File: config.mk
export PLATFORM = sky130hd
export DESIGN_NAME = mem_stage
export DESIGN_NICKNAME = d
export VERILOG_FILES = /design/src/rtl/mem_stage.sv
export SDC_FILE = /design/constraint.sdc
export NUM_CORES = 1
export LEC_CHECK = 0
export BUFFER_PORTS_ARGS = -buffer_cell sky130_fd_sc_hd__buf_4
export CAP_MARGIN = 20
export CORE_AREA = 8 8 102 150
export CTS_CLUSTER_SIZE = 10
export DETAILED_ROUTE_END_ITERATION = 8
export DIE_AREA = 0 0 110 158
export PLACE_DENSITY = 0.75
export REMOVE_ABC_BUFFERS = 1
export SLEW_MARGIN = 10
export SYNTH_ARGS = -nofsm -noshare
export SYNTH_HDL_FRONTEND = slang
export SYNTH_SLANG_ARGS = --single-unit
File: constraint.sdc
create_clock -name clk -period 2.11 [get_ports clk]
set_clock_uncertainty 0.1 [all_clocks]
set_input_delay 0.1055 -clock clk [delete_from_list [all_inputs] [get_ports clk]]
set_output_delay 0.1055 -clock clk [all_outputs]
set_load 0.01 [all_outputs]
File: src/rtl/mem_stage.sv
// MEM pipeline stage: issues loads/stores to a single-ported data memory, waits for ack,
// and aligns/extends load data into the MEM/WB register. Optional macro: MEM_MISALIGN_CHECK_EN.
module mem_stage (
    input  logic        clk,
    input  logic        rst,
    input  logic        valid_i,
    input  logic        w_enable_i,
    input  logic [4:0]  w_addr_i,
    input  logic [31:0] w_data_i,
    input  logic [3:0]  mem_op_i,
    input  logic [31:0] mem_addr_i,
    input  logic [31:0] mem_wdata_i,
    output logic        mem_req_o,
    output logic        mem_we_o,
    output logic [31:0] mem_addr_o,
    output logic [31:0] mem_wdata_o,
    output logic [3:0]  mem_be_o,
    input  logic        mem_ack_i,
    input  logic [31:0] mem_rdata_i,
    output logic        stall_req_o,
    output logic        w_enable_o,
    output logic [4:0]  w_addr_o,
    output logic [31:0] w_data_o,
    output logic        misalign_o
);

    typedef enum logic {
        S_IDLE,
        S_WAIT
    } state_e;

    typedef enum logic [3:0] {
        OP_NONE = 4'b0000,
        OP_LB   = 4'b0001,
        OP_LH   = 4'b0010,
        OP_LW   = 4'b0011,
        OP_LBU  = 4'b0100,
        OP_LHU  = 4'b0101,
        OP_SB   = 4'b1001,
        OP_SH   = 4'b1010,
        OP_SW   = 4'b1011
    } mem_op_e;

    localparam logic [1:0] SZ_BYTE = 2'd0;
    localparam logic [1:0] SZ_HALF = 2'd1;
    localparam logic [1:0] SZ_WORD = 2'd2;

    state_e      r_state, w_state_next;

    logic        r_mem_req, w_mem_req_next;
    logic        r_mem_we, w_mem_we_next;
    logic [31:0] r_mem_addr, w_mem_addr_next;
    logic [31:0] r_mem_wdata, w_mem_wdata_next;
    logic [3:0]  r_mem_be, w_mem_be_next;

    logic        r_w_enable, w_w_enable_next;
    logic [4:0]  r_w_addr, w_w_addr_next;
    logic [31:0] r_w_data, w_w_data_next;
    logic        r_misalign, w_misalign_next;

    // Load context captured at issue, consumed when the ack arrives.
    logic        r_ld_is_load, w_ld_is_load_next;
    logic [1:0]  r_ld_size, w_ld_size_next;
    logic        r_ld_signed, w_ld_signed_next;
    logic [1:0]  r_ld_off, w_ld_off_next;
    logic        r_ld_wen, w_ld_wen_next;
    logic [4:0]  r_ld_waddr, w_ld_waddr_next;

    logic        w_is_load;
    logic        w_is_store;
    logic        w_is_mem;
    logic [1:0]  w_size;
    logic        w_signed;
    logic [1:0]  w_off;
    logic        w_misaligned;
    logic [31:0] w_load_data;

    always_comb begin
        w_is_load  = 1'b0;
        w_is_store = 1'b0;
        w_size     = SZ_WORD;
        w_signed   = 1'b0;
        case (mem_op_i)
            OP_LB:  begin w_is_load  = 1'b1; w_size = SZ_BYTE; w_signed = 1'b1; end
            OP_LH:  begin w_is_load  = 1'b1; w_size = SZ_HALF; w_signed = 1'b1; end
            OP_LW:  begin w_is_load  = 1'b1; w_size = SZ_WORD; end
            OP_LBU: begin w_is_load  = 1'b1; w_size = SZ_BYTE; end
            OP_LHU: begin w_is_load  = 1'b1; w_size = SZ_HALF; end
            OP_SB:  begin w_is_store = 1'b1; w_size = SZ_BYTE; end
            OP_SH:  begin w_is_store = 1'b1; w_size = SZ_HALF; end
            OP_SW:  begin w_is_store = 1'b1; w_size = SZ_WORD; end
            default: ;
        endcase
    end

    assign w_is_mem = w_is_load | w_is_store;
    assign w_off    = mem_addr_i[1:0];

`ifdef MEM_MISALIGN_CHECK_EN
    assign w_misaligned = w_is_mem &&
                          (((w_size == SZ_HALF) && w_off[0]) ||
                           ((w_size == SZ_WORD) && (w_off != 2'b00)));
`else
    assign w_misaligned = 1'b0;
`endif

    function automatic logic [3:0] store_be(input logic [1:0] size, input logic [1:0] off);
        logic [3:0] be;
        case (size)
            SZ_BYTE: be = 4'b0001 << off;
            SZ_HALF: be = off[1] ? 4'b1100 : 4'b0011;
            default: be = 4'b1111;
        endcase
        return be;
    endfunction

    function automatic logic [31:0] store_data(input logic [1:0] size, input logic [31:0] data);
        logic [31:0] d;
        case (size)
            SZ_BYTE: d = {4{data[7:0]}};
            SZ_HALF: d = {2{data[15:0]}};
            default: d = data;
        endcase
        return d;
    endfunction

    function automatic logic [31:0] load_extract(
        input logic [31:0] rdata,
        input logic [1:0]  size,
        input logic [1:0]  off,
        input logic        sgn
    );
        logic [31:0] sh_b;
        logic [31:0] sh_h;
        logic [31:0] res;
        sh_b = rdata >> {off, 3'b000};
        sh_h = rdata >> {off[1], 4'b0000};
        case (size)
            SZ_BYTE: res = {{24{sgn & sh_b[7]}}, sh_b[7:0]};
            SZ_HALF: res = {{16{sgn & sh_h[15]}}, sh_h[15:0]};
            default: res = rdata;
        endcase
        return res;
    endfunction

    assign w_load_data = load_extract(mem_rdata_i, r_ld_size, r_ld_off, r_ld_signed);

    // Misaligned accesses are rejected in the issue cycle, so they never stall.
    assign stall_req_o = ((r_state == S_IDLE) && valid_i && w_is_mem && !w_misaligned) ||
                         ((r_state == S_WAIT) && !mem_ack_i);

    always_comb begin
        w_state_next      = r_state;
        w_mem_req_next    = r_mem_req;
        w_mem_we_next     = r_mem_we;
        w_mem_addr_next   = r_mem_addr;
        w_mem_wdata_next  = r_mem_wdata;
        w_mem_be_next     = r_mem_be;
        w_w_enable_next   = 1'b0;
        w_w_addr_next     = r_w_addr;
        w_w_data_next     = r_w_data;
        w_misalign_next   = 1'b0;
        w_ld_is_load_next = r_ld_is_load;
        w_ld_size_next    = r_ld_size;
        w_ld_signed_next  = r_ld_signed;
        w_ld_off_next     = r_ld_off;
        w_ld_wen_next     = r_ld_wen;
        w_ld_waddr_next   = r_ld_waddr;

        case (r_state)
            S_IDLE: begin
                if (valid_i) begin
                    if (!w_is_mem) begin
                        w_w_enable_next = w_enable_i;
                        w_w_addr_next   = w_addr_i;
                        w_w_data_next   = w_data_i;
                    end else if (w_misaligned) begin
                        w_misalign_next = 1'b1;
                    end else begin
                        w_state_next      = S_WAIT;
                        w_mem_req_next    = 1'b1;
                        w_mem_we_next     = w_is_store;
                        w_mem_addr_next   = {mem_addr_i[31:2], 2'b00};
                        w_mem_be_next     = w_is_store ? store_be(w_size, w_off) : 4'b1111;
                        w_mem_wdata_next  = w_is_store ? store_data(w_size, mem_wdata_i) : '0;
                        w_ld_is_load_next = w_is_load;
                        w_ld_size_next    = w_size;
                        w_ld_signed_next  = w_signed;
                        w_ld_off_next     = w_off;
                        w_ld_wen_next     = w_enable_i;
                        w_ld_waddr_next   = w_addr_i;
                    end
                end
            end
            S_WAIT: begin
                if (mem_ack_i) begin
                    w_state_next   = S_IDLE;
                    w_mem_req_next = 1'b0;
                    w_mem_we_next  = 1'b0;
                    if (r_ld_is_load) begin
                        w_w_enable_next = r_ld_wen;
                        w_w_addr_next   = r_ld_waddr;
                        w_w_data_next   = w_load_data;
                    end
                end
            end
            default: w_state_next = S_IDLE;
        endcase
    end

    always_ff @(posedge clk) begin
        if (rst) begin
            r_state      <= S_IDLE;
            r_mem_req    <= 1'b0;
            r_mem_we     <= 1'b0;
            r_mem_addr   <= '0;
            r_mem_wdata  <= '0;
            r_mem_be     <= '0;
            r_w_enable   <= 1'b0;
            r_w_addr     <= '0;
            r_w_data     <= '0;
            r_misalign   <= 1'b0;
            r_ld_is_load <= 1'b0;
            r_ld_size    <= SZ_WORD;
            r_ld_signed  <= 1'b0;
            r_ld_off     <= '0;
            r_ld_wen     <= 1'b0;
            r_ld_waddr   <= '0;
        end else begin
            r_state      <= w_state_next;
            r_mem_req    <= w_mem_req_next;
            r_mem_we     <= w_mem_we_next;
            r_mem_addr   <= w_mem_addr_next;
            r_mem_wdata  <= w_mem_wdata_next;
            r_mem_be     <= w_mem_be_next;
            r_w_enable   <= w_w_enable_next;
            r_w_addr     <= w_w_addr_next;
            r_w_data     <= w_w_data_next;
            r_misalign   <= w_misalign_next;
            r_ld_is_load <= w_ld_is_load_next;
            r_ld_size    <= w_ld_size_next;
            r_ld_signed  <= w_ld_signed_next;
            r_ld_off     <= w_ld_off_next;
            r_ld_wen     <= w_ld_wen_next;
            r_ld_waddr   <= w_ld_waddr_next;
        end
    end

    assign mem_req_o   = r_mem_req;
    assign mem_we_o    = r_mem_we;
    assign mem_addr_o  = r_mem_addr;
    assign mem_wdata_o = r_mem_wdata;
    assign mem_be_o    = r_mem_be;
    assign w_enable_o  = r_w_enable;
    assign w_addr_o    = r_w_addr;
    assign w_data_o    = r_w_data;
    assign misalign_o  = r_misalign;

endmodule

==> flow_metrics.tcl <==
set metrics [dict create \
    combPwrFrac_pct 18.8 \
    max_slew_margin_pct 46.7 \
    grt_busiest_layer "met2" \
    initial_utilization_pct 40.6 \
    synth_cells 657 \
    fin_nets 1146 \
    period_needed_ps 1980 \
    synth_seq_cells 119 \
    swShare_pct 26.2 \
    cts_buffers 17 \
    status "finished, final reports clean" \
    ys.flop_type "dfxtp_1" \
    power.density_nw_per_um2 735 \
    area_delta_synth_final_pct 69.6 \
    hp-class "primary input to flop" \
    tns_ps 0 \
    num_vias 6255 \
    cts_tree "done" \
    num_rows 52 \
    die_y_um 158 \
    overflow 0 \
    cts.sinks 119 \
    worstSetupStartpointType "primary input" \
    synth.yosys.seq_area_share_pct 44.4 \
    drv_slew 0 \
    synth-edff-count 0 \
    critPathCaptureType "flop" \
    die-area_um2 17400 \
    avgViaCountPerCell 5.31 \
    drtPass1Iterations 5 \
    grt_pass1_wl_um 33900 \
    setup_violations 0 \
    crit_required_ps 2290 \
    port_buffers 248 \
    ir_worst_vdd_mv 0.500 \
    htreeDepth 4 \
    cp.arrival_ps 2150 \
    drtIter0Drc 351 \
    yosys_warnings 0 \
    synthArstFlopShare_pct 0 \
    rsz0062_at_grt "no" \
    worst_path_max_delay_cell "nor2_1" \
    place.gp.congestion 0.813 \
    io_pins 252 \
    leakage_nw 4.07 \
    cp_cell_sequence "buf_4 > nand2b_1 > a21oi_1 > nor2_1 > buf_6 > mux2i_1 > dlygate4sd3_1 > o21ai_0" \
    cts_root_buf "clkbuf_16" \
    use_met3_pct 7.50 \
    grt_max_degree 41 \
    fp.coreArea_um2 13200 \
    cp_top_family "buffers and inverters" \
    clk_latency_ps 400 \
    critPathMaxStageDelay_ps 610 \
    pwr-share-seq_pct 36.5 \
    design_area_um2 9090 \
    antenna_found_initial 0 \
    syn_area_um2 5360 \
    hold_violations 0 \
    clkTransAtPathRegs_ps 60 \
    place_area_um2 7420 \
    use_met2_pct 44.5 \
    crit_buf_inv 3 \
    tightest_slew_ps 796 \
    grt_pass1_vias 6732 \
    place_hpwl_um 14400 \
    dp_slack_ps 80.9 \
    synth.distinct_cells 44 \
    diodes 0 \
    p_int_mw 4.94 \
    wl_per_cell_um 18.4 \
    grt_util_all_layers_pct 24.7 \
    drt_wl_total_um 21700 \
    die_w_um 110 \
    fin_crit_sh_pct 93.6 \
    clk_path_buf_depth 2 \
    use_met1_pct 24.7 \
    switchingPower_mw 1.75 \
    crit_type "primary input to flop" \
    layout-drive-gt1-share_pct 31.6 \
    total_power_mw 6.69 \
    post_cts_buffers 0 \
    cp_max_fo 9 \
    max_freq_mhz 506 \
    drcViolationCount 0 \
    clock_power_share_pct 44.6 \
    setup_slack_ps 134 \
    synth_area_per_cell_um2 8.16 \
    max_cap_viol_count 0 \
    ant_nets 0 \
]
-- cell usage in the layout (no fill, tap or decap), types with 4 or more instances in the layout --
cell           synthesis  final
a21o_1                17     17
o21ai_1                8      8
o22ai_1                9      9
nand2b_1               4      4
buf_4                  4    275
a211oi_1              34     34
o21ai_0               45     44
nor2b_1               25     25
clkinvlp_4             0      4
a21oi_1               62     62
nor4b_1                7      7
nand3_1               11     11
clkbuf_16              0     17
dfxtp_1              119    119
nand2_1              139    139
dlygate4sd3_1          0    104
a2111oi_0              8      6
o221ai_1               8      8
clkinv_4               0      4
inv_1                  5      5
mux2i_1               30     30
nor2_1                41     40
-- power by group through the flow --
stage	clock network (mW)	logic [mW]	registers, mW
6_report	2.98	1.26	2.44
5_1_grt	3.11	1.36	2.46
4_1_cts	3.04	1.24	2.44
3_5_place_dp	0	1.06	2.49
3_3_place_gp	0	1.05	2.48
2_1_floorplan	0	0.364	2.55
-- cell families after synthesis --
kind of cell | synth area share, %
and+or+nand+nor | 20.4
AOI/OAI and AO/OA | 23.3
other | 0.0700
muxes | 6.02
xor gates and xnor gates | 0.163
DFF | 44.4
buffers and inverters | 5.60
-- worst min-delay path, delay by kind of cell --
family	cells	cell delay [ps]
buffers and inverters	1	110
AOI/OAI and AO/OA	2	200
and+or+nand+nor	1	50
-- stage by stage --
stage,instances,util [%],hold WS [ps]
after floorplan,603,-,74.6
after global placement,1042,56.1,252
after detailed placement,1043,56.2,262
after CTS,1179,68.7,1.38
after global routing,1179,68.8,26.6
final,1179,68.8,18.1
-- routing by layer --
layer / vias up / wire (um)
li1: 2990 / -
met1: 2930 / 7750
met2: 286 / 11500
met3: 49 / 1820
met4: 0 / 669
met5: - / 0
-- Yosys cell counts (all sizes together), types with 4 or more instances --
cell     number  area [um2]
nand2b        5        33.8
o21ai        53         265
a2111oi       8        70.1
o221ai        8        70.1
nor2b        25         156
nand3        11        55.1
buf          26         169
a211oi       34         255
a21o         17         128
clkbuf       30         113
inv           5        18.8
a21oi        63         319
o22ai         9        56.3
nand2       139         522
dfxtp       119        2380
mux2i        30         300
nor4b         7        61.3
nor2         42         165
nor3b         4        30.0
-- what timing repair did --
item / CTS / global route
endpoints found under the setup margin: 0 / 27
gates resized for setup: 0 / 5
hold buffers: 104 / 0
endpoints found under the hold margin: 97 / 0
-- cell type report --
class,instances,area [um2]
clock buffers,19,443
clock inverters,13,173
fillers,1007,4120
inverters,5,18.8
multi-input cells,479,2710
flip-flops and latches,119,2380
well taps,162,203
repair buffers,382,3160
-- worst paths after layout --
| check | slack (ps) | startpoint | end | cells past startpoint |
|---|---|---|---|---|
| setup / recovery | 130 | mem_op_i[2] | mem_wdata_o[21] | 8 |
| hold / removal | 20 | mem_rdata_i[22] | w_data_o[22] | 4 |
| setup reg to reg | 140 | r_state | w_data_o[7] | 4 |
| hold reg to reg | 350 | w_data_o[18] | w_data_o[18] | 1 |
-- registers in the layout, indices dropped and copies added, names as in the netlist --
name	cells
mem_wdata_o	32
w_data_o	32
mem_addr_o	30
r_ld_waddr	5
w_addr_o	5
mem_be_o	4
r_ld_off	2
r_ld_size	2
mem_req_o	1
mem_we_o	1
r_ld_is_load	1
r_ld_signed	1
r_ld_wen	1
r_state	1
w_enable_o	1
(Power assumes the default switching activity.)
